File: src/rtl/usb_pkg.sv
// -----------------------------------------------------------------------------
// usb_pkg
// Shared definitions for the USB full-speed transmit path.
//   - 4-bit PID codes for the packets the scheduler can emit
//   - handshake request code enumeration (hs_code input of usb_tx_sched)
//   - scheduler FSM state encoding
//   - helpers mapping a handshake code to its PID and a PID to its line byte
// -----------------------------------------------------------------------------
package usb_pkg;

    localparam logic [3:0] PID_ACK   = 4'b0010;
    localparam logic [3:0] PID_NAK   = 4'b1010;
    localparam logic [3:0] PID_STALL = 4'b1110;
    localparam logic [3:0] PID_DATA0 = 4'b0011;
    localparam logic [3:0] PID_DATA1 = 4'b1011;

    typedef enum logic [1:0] {
        HS_ACK       = 2'b00,
        HS_NAK       = 2'b01,
        HS_STALL     = 2'b10,
        HS_STALL_ALT = 2'b11
    } hs_code_e;

    typedef enum logic [2:0] {
        ST_IDLE     = 3'd0,
        ST_PID      = 3'd1,
        ST_PAYLOAD  = 3'd2,
        ST_WAIT_EOP = 3'd3,
        ST_GAP      = 3'd4
    } sched_state_e;

    function automatic logic [3:0] hs_pid(input logic [1:0] code);
        case (code)
            HS_ACK:  return PID_ACK;
            HS_NAK:  return PID_NAK;
            default: return PID_STALL;
        endcase
    endfunction

    // The PID byte carries its own complement in the upper nibble.
    function automatic logic [7:0] pid_byte(input logic [3:0] pid);
        return {~pid, pid};
    endfunction

endpackage

File: src/rtl/usb_tx_toggle.sv
// -----------------------------------------------------------------------------
// usb_tx_toggle
// Per-endpoint DATA0/DATA1 toggle table (one bit per endpoint).
// Ports:
//   clk_48, rst_n      clock, asynchronous active-low reset (clears all bits)
//   tog_ack, tog_ep    flip the bit of endpoint tog_ep
//   tog_clr            zero the bit of endpoint tog_ep (wins over tog_ack)
//   rd_ep, rd_bit      combinational read port: current toggle of rd_ep
// A read in the same cycle as an update returns the old value, so an update
// coinciding with a grant applies to the following packet.
// -----------------------------------------------------------------------------
module usb_tx_toggle #(
    parameter int EP_W = 4
) (
    input  logic            clk_48,
    input  logic            rst_n,
    input  logic            tog_ack,
    input  logic            tog_clr,
    input  logic [EP_W-1:0] tog_ep,
    input  logic [EP_W-1:0] rd_ep,
    output logic            rd_bit
);

    localparam int N_EP = 1 << EP_W;

    logic [N_EP-1:0] w_tog;

    generate
        for (genvar gi = 0; gi < N_EP; gi++) begin : g_ep
            logic r_bit;
            logic w_sel;

            assign w_sel = (tog_ep == EP_W'(gi));

            always_ff @(posedge clk_48 or negedge rst_n) begin
                if (!rst_n) begin
                    r_bit <= 1'b0;
                end else if (w_sel && tog_clr) begin
                    r_bit <= 1'b0;
                end else if (w_sel && tog_ack) begin
                    r_bit <= ~r_bit;
                end
            end

            assign w_tog[gi] = r_bit;
        end
    endgenerate

    assign rd_bit = w_tog[rd_ep];

endmodule

File: src/rtl/usb_tx_sched.sv
// -----------------------------------------------------------------------------
// usb_tx_sched
// Packet scheduler in front of the usb_tx serializer. Arbitrates handshake
// (priority) versus data requests, emits the PID byte, streams payload bytes
// on tx_data_strobe, controls CRC16 insertion, waits for end of packet and
// enforces an idle gap before the next grant.
// Optional feature: define USB_TX_SCHED_TOGGLE_EN to pick DATA0/DATA1 from an
// internal per-endpoint toggle table instead of dat_pid1.
// Ports:
//   clk_48, rst_n                       clock, asynchronous active-low reset
//   hs_req, hs_code, hs_done            handshake request / code / done pulse
//   dat_req, dat_ep, dat_pid1, dat_len  data request and its attributes
//   dat_byte, dat_byte_rd               FWFT payload byte and its consume pulse
//   dat_done                            data packet done pulse
//   tog_ack, tog_clr, tog_ep            toggle table updates (feature only)
//   tx_transmit, tx_data,
//   tx_update_crc16, tx_send_crc16      serializer controls
//   tx_data_strobe, tx_en               serializer status
//   busy                                scheduler not idle
// -----------------------------------------------------------------------------
module usb_tx_sched
    import usb_pkg::*;
#(
    parameter int LEN_W      = 7,
    parameter int EP_W       = 4,
    parameter int GAP_CYCLES = 8
) (
    input  logic             clk_48,
    input  logic             rst_n,
    input  logic             hs_req,
    input  logic [1:0]       hs_code,
    output logic             hs_done,
    input  logic             dat_req,
    input  logic [EP_W-1:0]  dat_ep,
    input  logic             dat_pid1,
    input  logic [LEN_W-1:0] dat_len,
    input  logic [7:0]       dat_byte,
    output logic             dat_byte_rd,
    output logic             dat_done,
    input  logic             tog_ack,
    input  logic             tog_clr,
    input  logic [EP_W-1:0]  tog_ep,
    output logic             tx_transmit,
    output logic [7:0]       tx_data,
    output logic             tx_update_crc16,
    output logic             tx_send_crc16,
    input  logic             tx_data_strobe,
    input  logic             tx_en,
    output logic             busy
);

    localparam int GAP_W = (GAP_CYCLES < 2) ? 1 : $clog2(GAP_CYCLES + 1);

    sched_state_e     r_state, w_state_next;
    logic             r_is_dat;
    logic [3:0]       r_pid;
    logic [LEN_W-1:0] r_len;
    logic [LEN_W-1:0] r_cnt;
    logic [GAP_W-1:0] r_gap;
    logic             r_tx_transmit;
    logic             r_hs_done;
    logic             r_dat_done;

    logic             w_grant;
    logic             w_clr_tx;
    logic             w_load_cnt;
    logic             w_dec_cnt;
    logic             w_done;
    logic             w_load_gap;
    logic             w_dat_is_pid1;
    logic [7:0]       w_tx_data;
    logic             w_update_crc;
    logic             w_byte_rd;

`ifdef USB_TX_SCHED_TOGGLE_EN
    logic w_unused_cfg;
    assign w_unused_cfg = dat_pid1;

    usb_tx_toggle #(
        .EP_W (EP_W)
    ) u_toggle (
        .clk_48  (clk_48),
        .rst_n   (rst_n),
        .tog_ack (tog_ack),
        .tog_clr (tog_clr),
        .tog_ep  (tog_ep),
        .rd_ep   (dat_ep),
        .rd_bit  (w_dat_is_pid1)
    );
`else
    logic w_unused_cfg;
    assign w_unused_cfg  = ^{dat_ep, tog_ack, tog_clr, tog_ep};
    assign w_dat_is_pid1 = dat_pid1;
`endif

    always_comb begin
        w_state_next = r_state;
        w_grant      = 1'b0;
        w_clr_tx     = 1'b0;
        w_load_cnt   = 1'b0;
        w_dec_cnt    = 1'b0;
        w_done       = 1'b0;
        w_load_gap   = 1'b0;
        w_tx_data    = 8'h00;
        w_update_crc = 1'b0;
        w_byte_rd    = 1'b0;
        case (r_state)
            ST_IDLE: begin
                // A still-busy serializer blocks new grants.
                if (!tx_en && (hs_req || dat_req)) begin
                    w_grant      = 1'b1;
                    w_state_next = ST_PID;
                end
            end
            ST_PID: begin
                w_tx_data = pid_byte(r_pid);
                if (tx_data_strobe) begin
                    if (!r_is_dat || (r_len == '0)) begin
                        w_clr_tx     = 1'b1;
                        w_state_next = ST_WAIT_EOP;
                    end else begin
                        w_load_cnt   = 1'b1;
                        w_state_next = ST_PAYLOAD;
                    end
                end
            end
            ST_PAYLOAD: begin
                w_tx_data    = dat_byte;
                w_update_crc = 1'b1;
                w_byte_rd    = tx_data_strobe;
                if (tx_data_strobe) begin
                    w_dec_cnt = 1'b1;
                    if (r_cnt == LEN_W'(1)) begin
                        w_clr_tx     = 1'b1;
                        w_state_next = ST_WAIT_EOP;
                    end
                end
            end
            ST_WAIT_EOP: begin
                if (!tx_en) begin
                    w_done       = 1'b1;
                    w_load_gap   = 1'b1;
                    w_state_next = ST_GAP;
                end
            end
            ST_GAP: begin
                if (r_gap <= GAP_W'(1)) begin
                    w_state_next = ST_IDLE;
                end
            end
            default: w_state_next = ST_IDLE;
        endcase
    end

    always_ff @(posedge clk_48 or negedge rst_n) begin
        if (!rst_n) begin
            r_state <= ST_IDLE;
        end else begin
            r_state <= w_state_next;
        end
    end

    always_ff @(posedge clk_48 or negedge rst_n) begin
        if (!rst_n) begin
            r_is_dat      <= 1'b0;
            r_pid         <= 4'h0;
            r_len         <= '0;
            r_cnt         <= '0;
            r_gap         <= '0;
            r_tx_transmit <= 1'b0;
            r_hs_done     <= 1'b0;
            r_dat_done    <= 1'b0;
        end else begin
            r_hs_done  <= w_done & ~r_is_dat;
            r_dat_done <= w_done & r_is_dat;

            if (w_grant) begin
                r_is_dat      <= ~hs_req;
                r_pid         <= hs_req ? hs_pid(hs_code)
                                        : (w_dat_is_pid1 ? PID_DATA1 : PID_DATA0);
                r_len         <= hs_req ? '0 : dat_len;
                r_tx_transmit <= 1'b1;
            end else if (w_clr_tx) begin
                r_tx_transmit <= 1'b0;
            end

            if (w_load_cnt) begin
                r_cnt <= r_len;
            end else if (w_dec_cnt) begin
                r_cnt <= r_cnt - LEN_W'(1);
            end

            if (w_load_gap) begin
                r_gap <= GAP_W'(GAP_CYCLES);
            end else if ((r_state == ST_GAP) && (r_gap != '0)) begin
                r_gap <= r_gap - GAP_W'(1);
            end
        end
    end

    assign tx_transmit     = r_tx_transmit;
    assign tx_data         = w_tx_data;
    assign tx_update_crc16 = w_update_crc;
    // Held for the whole packet life so the serializer sees a stable value.
    assign tx_send_crc16   = r_is_dat && (r_state != ST_IDLE);
    assign dat_byte_rd     = w_byte_rd;
    assign hs_done         = r_hs_done;
    assign dat_done        = r_dat_done;
    assign busy            = (r_state != ST_IDLE);

endmodule

File: config.mk
export PLATFORM = sky130hd
export DESIGN_NAME = usb_tx_sched
export DESIGN_NICKNAME = d
export VERILOG_FILES = /design/src/rtl/usb_pkg.sv /design/src/rtl/usb_tx_toggle.sv /design/src/rtl/usb_tx_sched.sv
export SDC_FILE = /design/constraint.sdc
export NUM_CORES = 1
export LEC_CHECK = 0
export ABC_AREA = 1
export BUFFER_PORTS_ARGS = -buffer_cell sky130_fd_sc_hd__clkbuf_2
export CAP_MARGIN = 15
export CORE_ASPECT_RATIO = 0.6
export CORE_MARGIN = 2
export CORE_UTILIZATION = 42
export DETAILED_ROUTE_END_ITERATION = 8
export GPL_TIMING_DRIVEN = 0
export PLACE_DENSITY = 0.64
export RECOVER_POWER = 50
export SYNTH_ARGS = -nofsm -noshare
export SYNTH_HDL_FRONTEND = slang
export SYNTH_SLANG_ARGS = --single-unit
File: constraint.sdc
create_clock -name clk_48 -period 1.6 [get_ports clk_48]
set_input_delay 0 -clock clk_48 [delete_from_list [all_inputs] [get_ports clk_48]]
set_output_delay 0 -clock clk_48 [all_outputs]
set_load 0.1 [all_outputs]
# After elaboration in Yosys (flattened, before gate mapping)
# Cells that the tools add are included.
# word_totals
register_bits,29
out_inout_bits,15
wordCells,80
# classes
add_sub_neg,2
order_cmp,1
eq_ne,12
mux,35
n_bitwise,5
n_reduce_logical,16
# ops
cell,count
$mux 7,3
$mux 1,18
$mux 3,6
$mux 4,4
$pmux 8 s2,1
$pmux 3 s5,1
$ne 2x2->1 const B,6
$pmux 4 s2,1
$eq 7x1->1 const B,1
$logic_not 7->1,1
$sub 7x1->7 const B,1
$eq 3x2->1 const B,2
$reduce_and 6->1,1
$reduce_bool 2->1,3
$le 4x1->1 const B,1
$not 4->4,1
$reduce_bool 4->1,1
$sub 4x1->4 const B,1
$eq 3x1->1 const B,1
$eq 3x3->1 const B,1
$logic_and 1x1->1,3
$logic_not 3->1,1
$reduce_bool 3->1,1
$and 1x1->1,2
6 further kinds,9

# Longest topological paths before layout
# Gate-level depths: netlist (run 1).
# logic_depth
depth_word,7
mapped_depth,11

# Worst setup path after synthesis (run 1)
# No wires, ideal clock.
# synth_timing
path_type,reg-to-output
startpoint,reg r_state[1]
endpoint,out tx_data[1]
t_arrival_ns,2.831
slack_ns,-1.231
path_stages_with_launch,4
path_buffers,0
path_cell_list,dfrtp_1 > clkinv_1 > nand3_1 > o21ai_0
# synth_between
elab_chain_cells,2
elab_cells_between_ends,3
cone_classes,eq/ne: 2; mux: 1
# synth_lines
item,line_no,rtl
from (decl),usb_tx_sched.sv:54,"sched_state_e r_state, w_state_next;"
from (signal assigned),usb_tx_sched.sv:159,r_state <= w_state_next;
$eq 3x2->1 or $eq 3x1->1 (tied branches),usb_tx_sched.sv:107,case (r_state)
$pmux 8 s2 (*),usb_tx_sched.sv:107,
to (decl),usb_tx_sched.sv:44,"output logic [7:0] tx_data,"
# Every way passes the cells marked *; elsewhere a longest branch is shown, timed or not.

# Final worst setup path (run 1)
# layout_timing
startpoint,reg r_state[0]
endpoint,reg r_len[2]
# layout_between
elab_chain_cells,2
# layout_lines
item,line_no,rtl
$logic_not 3->1,usb_tx_sched.sv:107,
$mux 1,usb_tx_sched.sv:107,
to (signal assigned),usb_tx_sched.sv:181,r_len <= hs_req ? '0 : dat_len;
to (decl),usb_tx_sched.sv:57,logic [LEN_W-1:0] r_len;
# No other way between the ends.
# A chain may end at the register's enable or synchronous reset.

==> impl_metrics.env, run 1 <==
export IMPL_dr_total_vias=1582
export IMPL_grtUsageTotal=0.1910
export IMPL_critPathCaptureType="register"
export IMPL_worstSetupPathType="register to register"
export IMPL_syn_area_um2=1657
export IMPL_antenna_found_initial=0
export IMPL_relSlewSlack=0.5202
export IMPL_io_pins=49
export IMPL_wirelength_mm=3.981
export IMPL_cts_tree="yes"
export IMPL_cp_max_fo=10
export IMPL_cts_buffer_depth=2
export IMPL_syn_avg_cell_area_um2=7.429
export IMPL_setup_ws_ns=0.05552
export IMPL_area_growth_synth_to_final_pct=39.05
export IMPL_drt_pass1_iter_count=4
export IMPL_critPathLaunchType="register"
export IMPL_period_needed_ns=1.544
export IMPL_synth_nets=262
export IMPL_die_h_um=52.65
export IMPL_port_buffers=38
export IMPL_cts_sinks=28
export IMPL_initial_core_util=0.4450
export IMPL_leakage_nw=1.215
export IMPL_p_comb_frac=0.664
export IMPL_cp_required_ns=1.82
export IMPL_whs_ns=0.04335
export IMPL_drc_errors=0
export IMPL_seqPwrFrac=0.232
export IMPL_switching_share=0.5589
export IMPL_finalHoldViolations=0
export IMPL_drtIter0Drc=67
export IMPL_p_int_mw=2.421
export IMPL_ys_seq_area_frac=0.4230
export IMPL_hold_path_class="primary input to register"
export IMPL_regArea_um2=703.2
export IMPL_grt_overflow=0
export IMPL_fin_crit_sh=0.9653
export IMPL_cts_buffers=3
export IMPL_irDropWorstVdd_uv=2061
export IMPL_floorplan_core_area_um2=3722
export IMPL_wl_per_cell_um=12.29
export IMPL_synth_warnings=0
export IMPL_worstMarginPinSlew_ns=0.7197
export IMPL_path_clk_slew_ns=0.10
export IMPL_drive_gt1_frac=0.3032
export IMPL_yosys_register_bits=28
export IMPL_die_width_um=85.08
export IMPL_multiInputGateArea_um2=895.9
export IMPL_grt_max_degree=29
export IMPL_synth_cells=223
export IMPL_die_area_um2=4479
export IMPL_slew_violations=0
export IMPL_final_cell_mix="67 x nand2_1, 28 x inv_1, 26 x dfrtp_1, 26 x clkbuf_2, 17 x nor2_1"
export IMPL_dp_slack_ns=-0.1535
export IMPL_synth_cell_type_count=28
export IMPL_fill_cells=333
export IMPL_cap_viol_max_count=0
export IMPL_htree_levels=1
export IMPL_grt_pass1_wl_mm=6.582
export IMPL_dpl_cell_area_um2=1953
export IMPL_power_per_cell_area_nw_per_um2=2382
export IMPL_crit_arrival_ns=1.76
export IMPL_cts_root_buf="clkbuf_8"
export IMPL_p_clk_frac=0.104
export IMPL_skew_ns=0.005865
export IMPL_insertion_delay_ns=0.28
export IMPL_design_area_um2=2303
export IMPL_num_rows=17
export IMPL_final_antenna_net_count=0
export IMPL_setup_violations=0
export IMPL_drt_vias_per_instance=4.883
export IMPL_switchingPower_mw=3.067
export IMPL_diodes=0
export IMPL_nets=317
export IMPL_dp_hpwl_mm=2.843
export IMPL_status="completed"
export IMPL_grt_pass1_vias=1474
export IMPL_fmax_ghz=0.6475
export IMPL_gp_congestion=0.8500
export IMPL_final_common_cell="nand2_1"
[power groups by stage]
stage | logic [mW] | registers (mW) | clock network, mW
finish | 3.64 | 1.27 | 0.570
detailed placement | 3.12 | 1.26 | 0
CTS | 3.37 | 1.25 | 0.585
floorplan | 2.53 | 1.33 | 0
global route | 3.95 | 1.31 | 0.614
global placement | 3.10 | 1.25 | 0
[kinds of logic after synthesis]
| family | share of synthesized area |
|---|---|
| compound gates | 0.1201 |
| xor+xnor | 0.005288 |
| fa+ha+maj | 0.03776 |
| buf+inv | 0.08988 |
| flops | 0.4230 |
| mux | 0.006043 |
| simple gates | 0.3180 |
[metrics by stage]
stage	setup TNS [ns]	instances	power, mW	util
floorplan	-2.075	223	3.857	-
global placement	-0.8534	308	4.356	0.5247
detailed placement	-0.7919	308	4.379	0.5247
CTS	0	321	5.201	0.5933
global route	-0.1983	324	5.875	0.6188
finish	0	324	5.487	0.6188
[synthesized netlist by cell type (all sizes together)]
master / instances / area share
or2: 2 / 0.0076
o21ai: 22 / 0.078
o211ai: 1 / 0.0045
xor2: 1 / 0.0053
ha: 5 / 0.038
mux2i: 1 / 0.0060
o22ai: 2 / 0.015
nand4: 4 / 0.015
nor3: 1 / 0.0030
dfrtp: 28 / 0.42
nand2: 70 / 0.16
a21oi: 6 / 0.018
and2: 1 / 0.0038
nand3b: 3 / 0.014
buf: 1 / 0.0068
a22oi: 1 / 0.0045
nor2: 23 / 0.063
inv: 34 / 0.079
nand3: 15 / 0.053
clkinv: 2 / 0.0045
[critical path: stages (launching register included)]
cell and delay (ns):
dfrtp_2 0.48, inv_2 0.14, nand3_4 0.13, nor2_8 0.17, inv_4 0.09, or2_1 0.22
buf_6 0.14, o21ai_2 0.10
[flip-flops by register name, indices dropped and copies added, names as in the netlist]
name / count
r_state: 3
hs_done: 1
dat_done: 1
r_pid: 4
tx_transmit: 1
r_gap: 4
r_cnt: 7
r_len: 7
[what timing repair did]
item,CTS,global route
hold endpoints to repair,36,0
buffers inserted,0,3
hold buffers,9,0
setup endpoints to repair,18,21
gates resized for setup,23,28
pin swaps,0,5
[per-layer routing]
metal | part of all wire | wire length [µm] | GRT usage
met4 | 0.0030 | 12 | 0.03175
met5 | 0 | 0 | 0
met1 | 0.53 | 2096 | 0.2691
met2 | 0.43 | 1715 | 0.3112
met3 | 0.039 | 156 | 0.03780
[path summary, 6_finish.rpt]
| check | startpoint | end | cells after the start | slack [ns] |
|---|---|---|---|---|
| min reg2reg | tx_transmit$_DFFE_PN0P_ | tx_transmit$_DFFE_PN0P_ | 2 | 0.52 |
| min | tx_data_strobe | tx_transmit$_DFFE_PN0P_ | 4 | 0.04 |
| min in group asynchronous | rst_n | r_gap[0]$_DFFE_PN0P_ | 2 | 0.29 |
| max in group asynchronous | rst_n | r_state[1]$_DFFE_PN0P_ | 2 | 0.80 |
| max reg2reg | r_state[0]$_DFFE_PN0P_ | r_len[2]$_DFFE_PN0P_ | 7 | 0.06 |
| max | r_state[0]$_DFFE_PN0P_ | r_len[2]$_DFFE_PN0P_ | 7 | 0.06 |
[area by class of cell]
cell class,count,area share
multi-input cells,158,0.3889
flip-flops and latches,28,0.3053
repair buffers,50,0.1803
inverters,36,0.06410
well taps,47,0.02553
clock buffers,3,0.01793
clock inverters,1,0.01304
plain buffers,1,0.004889
Power figures use the tool's default switching activity.
==> inputs of run 2 (changes only) <==
--- a/constraint.sdc
+++ b/constraint.sdc
@@ -3,2 +3,2 @@
 set_output_delay 0 -clock clk_48 [all_outputs]
-set_load 0.1 [all_outputs]
+set_load 0.01 [all_outputs]
==> run 2 against run 1 <==
Compared with the run above: global-route usage is 0.79 points lower; count of clock-buffer cells in the layout stayed put; first-iteration DRC count is 24% higher; routed wire length is 3.3% lower; worst setup slack better by 0.040 ns; die area stayed put; clock power hardly changed; sequential cell count stayed put; power is 32% lower; highest routed layer unchanged.
==> impl_metrics.env, run 2 (synthesized netlist as in run 1, its figures left out) <==
export IMPL_worstSetupPathType="register to register"
export IMPL_initial_core_util=0.4450
export IMPL_num_rows=17
export IMPL_slowest_stage="dfrtp_1"
export IMPL_hold_path_class="primary input to register"
export IMPL_final_common_cell="nand2_1"
export IMPL_fin_tns_setup_ns=0
export IMPL_setup_ws_ns=0.09592
export IMPL_dp_cells=308
export IMPL_drive_gt1_frac=0.2391
export IMPL_grt_pass1_wl_mm=6.299
export IMPL_worstMarginPinSlew_ns=0.7230
export IMPL_dr_total_vias=1512
export IMPL_worst_path_buf_inv=3
export IMPL_die_width_um=85.08
export IMPL_dp_hpwl_mm=2.775
export IMPL_cts_root_buf="clkbuf_8"
export IMPL_gp_congestion=0.8437
export IMPL_antenna_found_initial=0
export IMPL_drc_errors=0
export IMPL_use_met3=0.04724
export IMPL_fin_cells=323
export IMPL_cts_sinks=28
export IMPL_cts_buffers=3
export IMPL_skew_ns=0.003000
export IMPL_path_cells="clkinvlp_4 -> nand3_4 -> nor2_8 -> inv_4 -> or2_1 -> buf_6 -> o21ai_2"
export IMPL_final_antenna_net_count=0
export IMPL_finalHoldViolations=0
export IMPL_period_needed_ns=1.504
export IMPL_io_pins=49
export IMPL_cap_viol_max_count=0
export IMPL_grt_overflow=0
export IMPL_area_growth_synth_to_final_pct=28.02
export IMPL_nets=316
export IMPL_status="completed"
export IMPL_grt_met2_usage=0.2617
export IMPL_drt_pass1_iter_count=4
export IMPL_final_cell_mix="70 x nand2_1, 35 x clkbuf_2, 30 x inv_1, 26 x dfrtp_1, 18 x nor2_1"
export IMPL_grt_pass1_vias=1326
export IMPL_power_mw=3.734
export IMPL_diodes=0
export IMPL_die_area_um2=4479
export IMPL_max_stage_delay_ns=0.42
export IMPL_slew_violations=0
export IMPL_power_per_cell_area_nw_per_um2=1761
export IMPL_irDropWorstVdd_uv=813.0
export IMPL_relSlewSlack=0.5180
export IMPL_dp_slack_ns=0.02306
export IMPL_port_buffers=38
export IMPL_grtUsageTotal=0.1830
export IMPL_htree_levels=1
export IMPL_leakage_nw=1.147
export IMPL_regArea_um2=703.2
export IMPL_wirelength_mm=3.850
export IMPL_wl_per_cell_um=11.92
export IMPL_fmax_ghz=0.6649
export IMPL_setup_violations=0
export IMPL_insertion_delay_ns=0.28
export IMPL_crit_family="simple AND/OR/NAND/NOR gates"
export IMPL_grt_busiest_layer="met1"
export IMPL_path_clk_slew_ns=0.10
export IMPL_cts_tree="yes"
export IMPL_fin_crit_sh=0.9401
export IMPL_critPathLaunchType="register"
export IMPL_multiInputGateArea_um2=837.1
export IMPL_cp_max_fo=10
export IMPL_crit_arrival_ns=1.72
export IMPL_floorplan_core_area_um2=3722
export IMPL_grt_util_met1=0.2713
export IMPL_drt_vias_per_instance=4.681
export IMPL_rsz0062_at_grt="no"
export IMPL_drtIter0Drc=83
export IMPL_reg_top3="r_cnt x7, r_len x7"
export IMPL_die_h_um=52.65
export IMPL_grt_max_degree=29
export IMPL_cts_buffer_depth=2
export IMPL_post_route_util=0.5697
export IMPL_fill_cells=353
export IMPL_cp_required_ns=1.82
export IMPL_critPathCaptureType="register"
==> run 2: cell types whose count changed in the layout (fill, tap and decap cells not counted), sizes merged <==
cell,change
clkinvlp,+1
clkbuf,+10
clkinv,-2
inv,+1
buf,-11
==> run 2: stage by stage <==
stage / hold WS, ns / cell area, µm²
floorplan: -0.2956 / 1657
global placement: 0.09048 / 1906
detailed placement: 0.09456 / 1906
CTS: 0.03535 / 2067
global route: 0.04141 / 2121
finish: 0.04161 / 2121
==> run 2: area by class of cell <==
class / instances / area share
clock inverters: 1 / 0.01416
repair buffers: 49 / 0.1375
flip-flops and latches: 28 / 0.3316
inverters: 36 / 0.06962
plain buffers: 1 / 0.005310
multi-input cells: 158 / 0.3947
well taps: 47 / 0.02773
clock buffers: 3 / 0.01947
==> run 2: metal layers <==
metal / wire [µm] / vias up
li1: - / 815
met1: 2121 / 659
met2: 1512 / 33
met3: 177 / 5
met4: 38 / 0
met5: 0 / -
==> run 2: tightest hold or removal path, cell delays in order <==
cell and delay, ns:
clkbuf_2 0.08, mux2i_1 0.06, o211ai_1 0.15
==> run 2: where the power goes <==
group	leakage, nW	total [mW]	internal [mW]	switching, mW
Combinational	0.760	1.91	0.721	1.19
Sequential	0.351	1.25	0.991	0.256
Clock	0.0357	0.573	0.335	0.238
==> run 2: final timing paths <==
path | start | end | slack [ns] | cells after the start
max | r_state[2]$_DFFE_PN0P_ | r_len[4]$_DFFE_PN0P_ | 0.1 | 7
min | dat_pid1 | r_pid[3]$_DFFE_PN0P_ | 0.04 | 3
max reg2reg | r_state[2]$_DFFE_PN0P_ | r_len[4]$_DFFE_PN0P_ | 0.1 | 7
min reg2reg | r_pid[1]$_DFFE_PN0P_ | r_pid[1]$_DFFE_PN0P_ | 0.49 | 2
max in group asynchronous | rst_n | r_state[0]$_DFFE_PN0P_ | 0.80 | 2
min in group asynchronous | rst_n | r_cnt[3]$_DFFE_PN0P_ | 0.29 | 2
==> run 2: timing repair <==
item | 4_1_cts | 5_1_grt
buffers inserted | 0 | 2
hold endpoints to repair | 36 | 0
gates resized for setup | 0 | 13
setup endpoints to repair | 0 | 18
hold buffers | 9 | 0
